### config.mk
export PLATFORM = sky130hd
export DESIGN_NAME = min_sec_counter
export DESIGN_NICKNAME = d
export VERILOG_FILES = /design/src/rtl/minsec_pkg.sv /design/src/rtl/min_sec_counter_tick_gen.sv /design/src/rtl/min_sec_counter.sv
export SDC_FILE = /design/constraint.sdc
export NUM_CORES = 1
export LEC_CHECK = 0
export CORE_AREA = 2 2 62 69
export CTS_CLUSTER_DIAMETER = 100
export DETAILED_ROUTE_END_ITERATION = 6
export DIE_AREA = 0 0 64 71
export HOLD_SLACK_MARGIN = 0.12
export PLACE_DENSITY_LB_ADDON = 0.05
export SLEW_MARGIN = 20
export SYNTH_ARGS = -nofsm -noshare
export SYNTH_HDL_FRONTEND = slang
export SYNTH_SLANG_ARGS = --single-unit
### constraint.sdc
create_clock -name clk -period 2 [get_ports clk]
set_input_delay 0.3 -clock clk [delete_from_list [all_inputs] [get_ports clk]]
set_output_delay 0.3 -clock clk [all_outputs]
set_load 0.05 [all_outputs]
### src/rtl/minsec_pkg.sv
// Shared constants and BCD helper for the minutes/seconds stopwatch.
package minsec_pkg;

    localparam int unsigned CNT_W        = 6;
    localparam int unsigned CNT_MAX      = 59;
    localparam int unsigned TICK_DIV_DEF = 25000000;

    // Packs a 0..59 value as {tens, ones} BCD digits.
    function automatic logic [7:0] to_bcd(input logic [CNT_W-1:0] val);
        return {4'(val / CNT_W'(10)), 4'(val % CNT_W'(10))};
    endfunction

endpackage

### src/rtl/min_sec_counter_tick_gen.sv
// Run/pause switch synchronizer plus prescaler producing a one-cycle 1 s tick.
module min_sec_counter_tick_gen #(
    parameter int unsigned TICK_DIV = 4
) (
    input  logic clk,
    input  logic rst_n,
    input  logic sw,
    output logic tick
);

    localparam int unsigned PRE_W = (TICK_DIV > 2) ? $clog2(TICK_DIV) : 1;
    localparam logic [PRE_W-1:0] PreLast = PRE_W'(TICK_DIV - 1);

    logic             sw_meta_q;
    logic             run_q;
    logic [PRE_W-1:0] pre_q, pre_d;

    always_ff @(posedge clk or negedge rst_n) begin
        if (!rst_n) begin
            sw_meta_q <= 1'b0;
            run_q     <= 1'b0;
            pre_q     <= '0;
        end else begin
            sw_meta_q <= sw;
            run_q     <= sw_meta_q;
            pre_q     <= pre_d;
        end
    end

    // Prescaler freezes while paused so the partial second survives a pause.
    always_comb begin
        pre_d = pre_q;
        tick  = 1'b0;
        if (run_q) begin
            if (pre_q == PreLast) begin
                pre_d = '0;
                tick  = 1'b1;
            end else begin
                pre_d = pre_q + 1'b1;
            end
        end
    end

endmodule

### src/rtl/min_sec_counter.sv
// Minutes/seconds stopwatch: 1 s tick drives seconds 0..59 carrying into minutes 0..59.
// Define BCD_OUT_EN to add registered packed-BCD copies of both counters.
module min_sec_counter
    import minsec_pkg::*;
#(
    parameter int unsigned TICK_DIV = TICK_DIV_DEF,
    parameter int unsigned CNT_MAX  = minsec_pkg::CNT_MAX
) (
    input  logic       clk,
    input  logic       rst_n,
    input  logic       sw,
`ifdef BCD_OUT_EN
    output logic [7:0] s_bcd,
    output logic [7:0] p_bcd,
`endif
    output logic [5:0] s,
    output logic [5:0] p
);

    localparam logic [CNT_W-1:0] CntLast = CNT_W'(CNT_MAX);

    logic             tick;
    logic [CNT_W-1:0] s_q, s_d;
    logic [CNT_W-1:0] p_q, p_d;

    min_sec_counter_tick_gen #(
        .TICK_DIV (TICK_DIV)
    ) u_tick_gen (
        .clk   (clk),
        .rst_n (rst_n),
        .sw    (sw),
        .tick  (tick)
    );

    always_comb begin
        s_d = s_q;
        p_d = p_q;
        if (tick) begin
            if (s_q == CntLast) begin
                s_d = '0;
                p_d = (p_q == CntLast) ? '0 : p_q + 1'b1;
            end else begin
                s_d = s_q + 1'b1;
            end
        end
    end

    always_ff @(posedge clk or negedge rst_n) begin
        if (!rst_n) begin
            s_q <= '0;
            p_q <= '0;
        end else begin
            s_q <= s_d;
            p_q <= p_d;
        end
    end

    assign s = s_q;
    assign p = p_q;

`ifdef BCD_OUT_EN
    logic [7:0] s_bcd_q, p_bcd_q;

    // Converted from the next-state values so BCD lands on the same edge as binary.
    always_ff @(posedge clk or negedge rst_n) begin
        if (!rst_n) begin
            s_bcd_q <= 8'h00;
            p_bcd_q <= 8'h00;
        end else begin
            s_bcd_q <= to_bcd(s_d);
            p_bcd_q <= to_bcd(p_d);
        end
    end

    assign s_bcd = s_bcd_q;
    assign p_bcd = p_bcd_q;
`endif

endmodule

# --- Word level (Yosys, flattened, before mapping) ---
# Cells that the tools add are included.
classes:
  add_sub_neg: 3
  n_eq_ne: 3
  muxes: 5
  n_reduce_logical: 1
op_table:
  columns: ["operator", "count"]
  rows:
  - ["adder 25 x 1 -> 25 bit (second input constant)", 1]
  - ["equality test 25 bit (second input constant)", 1]
  - ["two-way mux 25 bit", 1]
  - ["adder 6 x 1 -> 6 bit (second input constant)", 2]
  - ["equality test 6 bit (second input constant)", 2]
  - ["two-way mux 6 bit", 2]
  - ["two-way mux 1 bit", 2]
  - ["AND reduction 2 bit", 1]
totals:
  out_inout_bits: 12
  wordCells: 17
  input_bits: 3
  regBits: 39

# --- Logic depth before layout (Yosys ltp) ---
# Gate-level depths: netlist of the first run.
logic_depth:
  word_depth: 4
  mapped_depth: 7

# --- Hierarchy ---
# Synthesis of the first run repeated with hierarchy kept, for this count alone.
hier_totals:
  cells_unflattened: 198
  area_unflattened_um2: 1955.6
by_module_without_submodules:
  columns: ["module", "cells_each", "area_per_inst_um2", "n_inst", "seq_area_each_um2"]
  rows:
  - ["min_sec_counter_tick_gen", 135, 1340.0, 1, 675.6]
  - ["min_sec_counter", 63, 615.6, 1, 300.3]

# --- Worst setup path after synthesis of the first run ---
# OpenSTA, ideal clock, no wires.
synth_timing:
  kind: "register -> register"
  startpoint: "register s_q[0], in the netlist s[0]"
  endpoint: "register p_q[0], in the netlist p[0]"
  path_stages_with_launch: 6
  t_arrival_ns: 1.896
  required_ns: 1.875
  path_buffers: 0
  slack_ns: -0.021
  period_less_slack_ns: 2.021
  path_cell_list: "dfrtp_1 > ha_1 > nor2b_1 > nand2_1 > nor3_2 > mux2_2"
synth_via:
  elab_chain_cells: 2
synth_lines:
  columns: ["element", "line", "text"]
  rows:
  - ["start, declared", "min_sec_counter.sv:23", "logic [CNT_W-1:0] s_q, s_d;"]
  - ["start signal, assigned", "min_sec_counter.sv:50", "s_q <= '0;"]
  - ["start signal, assigned", "min_sec_counter.sv:53", "s_q <= s_d;"]
  - ["equality test 6 bit", "min_sec_counter.sv:39", "if (s_q == CntLast) begin"]
  - ["AND reduction 2 bit (no source line)", null, null]
  - ["end signal, assigned", "min_sec_counter.sv:54", "p_q <= p_d;"]
  - ["end, declared", "min_sec_counter.sv:24", "logic [CNT_W-1:0] p_q, p_d;"]
# Every way passes these cells.
# A chain may end at the register's enable or synchronous reset.

# --- Worst setup path after layout of the first run ---
layout_timing:
  startpoint: "register p_q[2], in the netlist p[2]"
  endpoint: "output p[2]"
layout_rtl:
  columns: ["element", "line", "text"]
  rows:
  - ["end, declared", "min_sec_counter.sv:17", "output logic [5:0] p"]
# No word-level cell between the ends.

==> impl_metrics.json, run 1 <==
{
  "path_cells": "clkdlybuf4s50_1",
  "track_usage": 0.225,
  "reg2reg_to": "u_tick_gen.pre_q[12]",
  "wl_per_cell_um": 16.2,
  "yosys.area_share.xor_xnor": 0.0428,
  "finalHoldViolations": 0,
  "numCtsBuffers": 5,
  "grt_antenna_before_repair": 0,
  "cp_num_buf_inv": 1,
  "drt_iter0_markers": 125,
  "setup_violations": 0,
  "die_w_um": 64,
  "grt.overflow.total": 0,
  "seq_area_frac_synth": 0.477,
  "port_buffers": 14,
  "insertion_delay_ps": 290,
  "diodes": 0,
  "start_util": 0.528,
  "slew_headroom": 0.662,
  "gp_congestion": 0.909,
  "drt_pass1_iterations": 4,
  "synth-compound-area-share": 0.164,
  "syn_area_per_cell_um2": 9.88,
  "synthAdderAreaFrac": 0.0183,
  "path_depth": 1,
  "dp_hpwl_um": 3320,
  "die_h_um": 71,
  "ir_drop_uv": 472,
  "syn_to_final_growth_pct": 19.1,
  "max_cap_violations": 0,
  "p_int_w": 0.00125,
  "cp_max_fo": 8,
  "synth_cells": 207,
  "yosysUniqueCellTypes": 43,
  "synth_top_family_by_area": "simple AND/OR/NAND/NOR gates",
  "ant_nets": 0,
  "combPwrFrac": 0.112,
  "drcViolationCount": 0,
  "critPathKind": "register to output pin",
  "synth_seq_cells": 39,
  "slowest_delay_ps": 860,
  "hold_class": "register to register",
  "rsz0062_at_grt": "false",
  "dr_total_vias": 1728,
  "post-route-min-period_ps": 1940,
  "fin_tns_setup_ps": 0,
  "slew_viol_final": 0,
  "critPathTopFamily": "buffers and inverters",
  "cp_slowest_cell": "clkdlybuf4s50_1",
  "hold_end": "u_tick_gen.run_q",
  "fin_util": 0.629,
  "period_share": 0.969,
  "worst_pin_slew_ps": 505,
  "fin_nets": 238,
  "tritoncts": "built",
  "reg2reg_depth": 6,
  "required_ps": 1700,
  "path_clk_slew_ps": 80,
  "rr_startpoint": "u_tick_gen.pre_q[0]",
  "status": "complete, no violations",
  "grt_pass1_vias": 1782,
  "ys_async_sr_fraction": 1.00,
  "core_mm2": 0.00387,
  "yosys-mux-area-fraction": 0.0275,
  "p_leak_nw": 1.03,
  "synth_nets": 213,
  "dieArea_mm2": 0.00454,
  "pwr-share-seq": 0.540,
  "p_switching_w": 0.000439,
  "arrival_ps": 1640,
  "timing.fmax_ghz": 0.516,
  "synthesis.area_mm2": 0.00205,
  "yosys_warnings": 0,
  "drive_gt1_frac": 0.142,
  "routed_wl_um": 4610,
  "powerDensity_mw_per_mm2": 692,
  "cts_buffer_depth": 2,
  "whs_path_depth": 0,
  "synth-edff-count": 0,
  "grt_pass1_wl_um": 8050,
  "rows": 24,
  "h-tree-depth": 2,
  "grt_max_degree": 22,
  "root_buffer": "clkbuf_8",
  "vias_per_cell": 6.06,
  "skew_ps": 7.44,
  "p_sw_frac": 0.260,
  "ios": 15,
  "power_frac_clock": 0.348,
  "r2r_slack_ps": 150,
  "end_kind": "output pin",
  "synth_top_flop_cell": "dfrtp_1",
  "synthSimpleGateAreaFrac": 0.239,
  "clock-sinks": 39,
  "min_from": "u_tick_gen.sw_meta_q",
  "start_kind": "register"
}
==> power groups by stage <==
stage | logic [W] | registers (W) | clock network [W]
CTS | 0.000189 | 0.000909 | 0.000600
global placement | 0.000182 | 0.000922 | 0
finish | 0.000188 | 0.000911 | 0.000587
floorplan | 0.000119 | 0.000916 | 0
global route | 0.000219 | 0.000920 | 0.000636
detailed placement | 0.000188 | 0.000925 | 0
==> per-stage QoR <==
stage | hold slack [ps] | power (W) | setup slack (ps) | cell area, um2 | instances
after global routing | 378 | 0.00177 | 16.4 | 2440 | 285
after floorplan | 4.41 | 0.00103 | 105 | 2050 | 207
after CTS | 359 | 0.00170 | 59.4 | 2430 | 285
after global placement | 273 | 0.00110 | 192 | 2320 | 276
final | 363 | 0.00169 | 62.3 | 2440 | 285
after detailed placement | 279 | 0.00111 | 82.3 | 2320 | 276
==> flip-flops by register name, summed over array words and instances, names as in the netlist <==
register	flops
s	6
u_tick_gen.pre_q	25
u_tick_gen.run_q	1
p	6
u_tick_gen.sw_meta_q	1
==> worst register-to-register path: stages (launching register included) <==
cell	delay (ps)
dfrtp_1	390
ha_1	200
and3_4	210
nand2_1	230
buf_4	270
or3_1	340
a21oi_1	150
==> synth_stat cells, drive strengths merged, types with 4 or more instances <==
library cell  instances  area (um2)
nand2                18        67.6
and3                 11        68.8
o31ai                10        75.1
o21ai                 7        35.0
clkbuf                6        22.5
inv                   6        22.5
or4                   6        45.0
buf                   4        20.0
nor2                  6        22.5
nand4                 9        56.3
a21oi                12        60.1
xnor2                 9        78.8
o41ai                 5        43.8
mux2                  5        56.3
nor3                  5        30.0
nand3                14        70.1
dfrtp                39         976
==> area by class of cell <==
cell class | instances | area (um2)
Inverter | 6 | 22.5
Fill cell | 336 | 1440
Tap cell | 52 | 65.1
Multi-Input combinational cell | 152 | 1020
Sequential cell | 39 | 978
Clock buffer | 8 | 100
Timing Repair Buffer | 28 | 255
==> layout by cell type, fill, tap and decap left out, drive strengths merged, types with 2 or more instances in the layout <==
cell type	netlist	layout
dfrtp	39	39
nand2	18	18
nand3	14	14
buf	4	14
clkdlybuf4s50	0	13
a21oi	12	12
and3	11	11
o31ai	10	10
xnor2	9	9
nand4	9	9
clkbuf	6	8
o21ai	7	7
inv	6	6
nor2	6	6
or4	6	6
mux2	5	5
o41ai	5	5
nor3	5	5
and2	3	3
o31a	3	3
ha	3	3
nor4	3	3
and4	2	2
nor2b	2	2
or3	2	2
or2	2	2
==> worst max path at each step <==
stage	from	end	slack, ps
6_report	p[2]	p[2]	60
4_1_cts	p[2]	p[2]	60
2_1_floorplan	s[3]	p[0]	100
5_1_grt	p[2]	p[2]	20
3_5_place_dp	u_tick_gen.pre_q[0]	p[0]	80
3_3_place_gp	u_tick_gen.pre_q[0]	p[1]	190
==> logic make-up (layout without fill, tap and decap cells) <==
kind of cell,Yosys count,count (layout)
flops,39,39
xor+xnor,10,10
mux,5,5
simple gates,86,86
compound gates,48,48
fa+ha+maj,3,3
buf+inv,16,42
==> metal layers <==
metal / up-vias / share of wire / track usage
met5: - / 0 / 0
met4: 0 / 0.0091 / 0.0652
met3: 4 / 0.024 / 0.0382
met2: 33 / 0.53 / 0.394
met1: 857 / 0.43 / 0.286
li1: 834 / - / -
==> what timing repair did <==
item | CTS | global route
endpoints found under the hold margin | 18 | 0
endpoints found under the setup margin | 0 | 9
resized for setup | 0 | 3
buffers inserted | 0 | 0
hold buffers | 1 | 0
No activity file was read; power rests on OpenSTA's default activity.
==> inputs of run 2 (changes only) <==
--- a/config.mk
+++ b/config.mk
@@ -10,7 +10,7 @@
 export DETAILED_ROUTE_END_ITERATION = 6
 export DIE_AREA = 0 0 64 71
 export HOLD_SLACK_MARGIN = 0.12
-export PLACE_DENSITY_LB_ADDON = 0.05
+export PLACE_DENSITY = 0.71
 export SLEW_MARGIN = 20
 export SYNTH_ARGS = -nofsm -noshare
 export SYNTH_HDL_FRONTEND = slang
==> impl_metrics.json, run 2 (synthesis results as in run 1) <==
{
  "track_usage": 0.206,
  "ios": 15,
  "fill_cells": 319,
  "required_ps": 2180,
  "power_frac_clock": 0.415,
  "rr_startpoint": "u_tick_gen.pre_q[0]",
  "finalHoldViolations": 0,
  "dr_total_vias": 1726,
  "critPathTopFamily": "simple AND/OR/NAND/NOR gates",
  "startpoint": "u_tick_gen.pre_q[0]",
  "numCtsBuffers": 5,
  "port_buffers": 14,
  "rsz0062_at_grt": "false",
  "layout_common_cells": "dfrtp_1, nand2_1, nand3_1",
  "p_switching_w": 0.000452,
  "start_kind": "register",
  "fin_util": 0.636,
  "clock-sinks": 39,
  "max_cap_violations": 0,
  "start_util": 0.528,
  "largest_register_ffs": 25,
  "p_int_w": 0.00143,
  "cts_buffer_depth": 2,
  "die_w_um": 64,
  "layout_commonest_cell": "dfrtp_1",
  "slew_viol_final": 0,
  "hold_class": "primary input to async pin",
  "grt_pass1_vias": 1660,
  "vias_per_cell": 6.08,
  "h-tree-depth": 2,
  "diodes": 0,
  "skew_ps": 5.93,
  "post-route-min-period_ps": 1880,
  "r2r_slack_ps": 120,
  "setup_violations": 0,
  "rows": 24,
  "die_h_um": 71,
  "combPwrFrac": 0.096,
  "critPathKind": "register to register",
  "fin_tns_setup_ps": 0,
  "largest-register": "u_tick_gen.pre_q",
  "end_kind": "register",
  "timing.fmax_ghz": 0.533,
  "tritoncts": "built",
  "fin_nets": 237,
  "drive_gt1_frac": 0.159,
  "p_leak_nw": 1.05,
  "path_clk_slew_ps": 80,
  "cp_max_fo": 5,
  "ir_drop_uv": 566,
  "drt_pass1_iterations": 4,
  "pwr-share-seq": 0.489,
  "drt_iter0_markers": 110,
  "dp_hpwl_um": 3040,
  "ctsHoldBuffers": 0,
  "path_cells": "ha_2 -> and3_4 -> nand4_1 -> buf_6 -> nor3_4 -> mux2_2",
  "p_sw_frac": 0.240,
  "status": "complete, no violations",
  "powerDensity_mw_per_mm2": 763,
  "slowest_delay_ps": 390,
  "core_mm2": 0.00387,
  "worst_pin_slew_ps": 852,
  "drcViolationCount": 0,
  "grt_pass1_wl_um": 7370,
  "routed_wl_um": 4260,
  "grt.overflow.total": 0,
  "arrival_ps": 2060,
  "syn_to_final_growth_pct": 20.4,
  "gp_congestion": 0.803,
  "cp_slowest_cell": "dfrtp_1",
  "period_share": 0.938,
  "cp_num_buf_inv": 1,
  "grt_antenna_before_repair": 0,
  "dieArea_mm2": 0.00454,
  "grt_max_degree": 40,
  "ant_nets": 0,
  "insertion_delay_ps": 290,
  "root_buffer": "clkbuf_8",
  "slew_headroom": 0.432,
  "wl_per_cell_um": 15.0
}
-- run 2: stage by stage --
step / power [W] / hold slack, ps / instances / cell area (um2) / setup WS (ps)
after detailed placement: 0.00109 / 349 / 275 / 2300 / 70.8
after global routing: 0.00196 / 197 / 284 / 2460 / 18.7
after global placement: 0.00109 / 345 / 275 / 2300 / 145
after CTS: 0.00187 / 144 / 283 / 2430 / 45.3
final: 0.00188 / 111 / 284 / 2460 / 124
after floorplan: 0.00103 / 4.41 / 207 / 2050 / 105
-- run 2: area by class of cell --
class / count / area [um2] / share of cell area
clock buffers: 6 / 72.6 / 0.0295
inverters: 6 / 22.5 / 0.00914
multi-input cells: 152 / 1030 / 0.416
well taps: 52 / 65.1 / 0.0264
repair buffers: 27 / 239 / 0.0970
flip-flops and latches: 39 / 978 / 0.397
clock inverters: 2 / 60.1 / 0.0244
-- run 2: final timing paths --
| check | end | cells after the start |
|---|---|---|
| hold / removal | u_tick_gen.pre_q[12] | 1 |
| max in group asynchronous | s[1] | 1 |
| setup reg to reg | p[0] | 6 |
| hold reg to reg | u_tick_gen.run_q | 0 |
| min in group clk | u_tick_gen.run_q | 0 |
| setup / recovery | p[0] | 6 |
-- run 2: worst reg2reg max path: stages, from the launching register on --
cell and delay [ps]:
dfrtp_1 390, ha_2 200, and3_4 210, nand4_1 180
buf_6 200, nor3_4 210, mux2_2 370
-- run 2: what timing repair did --
action                     4_1_cts  5_1_grt
setup endpoints to repair        0       19
buffers inserted                 0        1
resized for setup                0       10
-- run 2: routing by layer --
metal / wire length, um / track usage / vias to the layer above
met1: 1870 / 0.256 / 847
li1: - / - / 834
met2: 2190 / 0.358 / 37
met3: 129 / 0.0334 / 8
met4: 68 / 0.0821 / 0
met5: 0 / 0 / -
-- run 2: power groups by stage --
stage	Sequential (W)	Clock [W]	Combinational, W
floorplan	0.000916	0	0.000119
global placement	0.000931	0	0.000155
detailed placement	0.000933	0	0.000160
CTS	0.000918	0.000790	0.000161
global route	0.000929	0.000826	0.000206
finish	0.000919	0.000781	0.000180
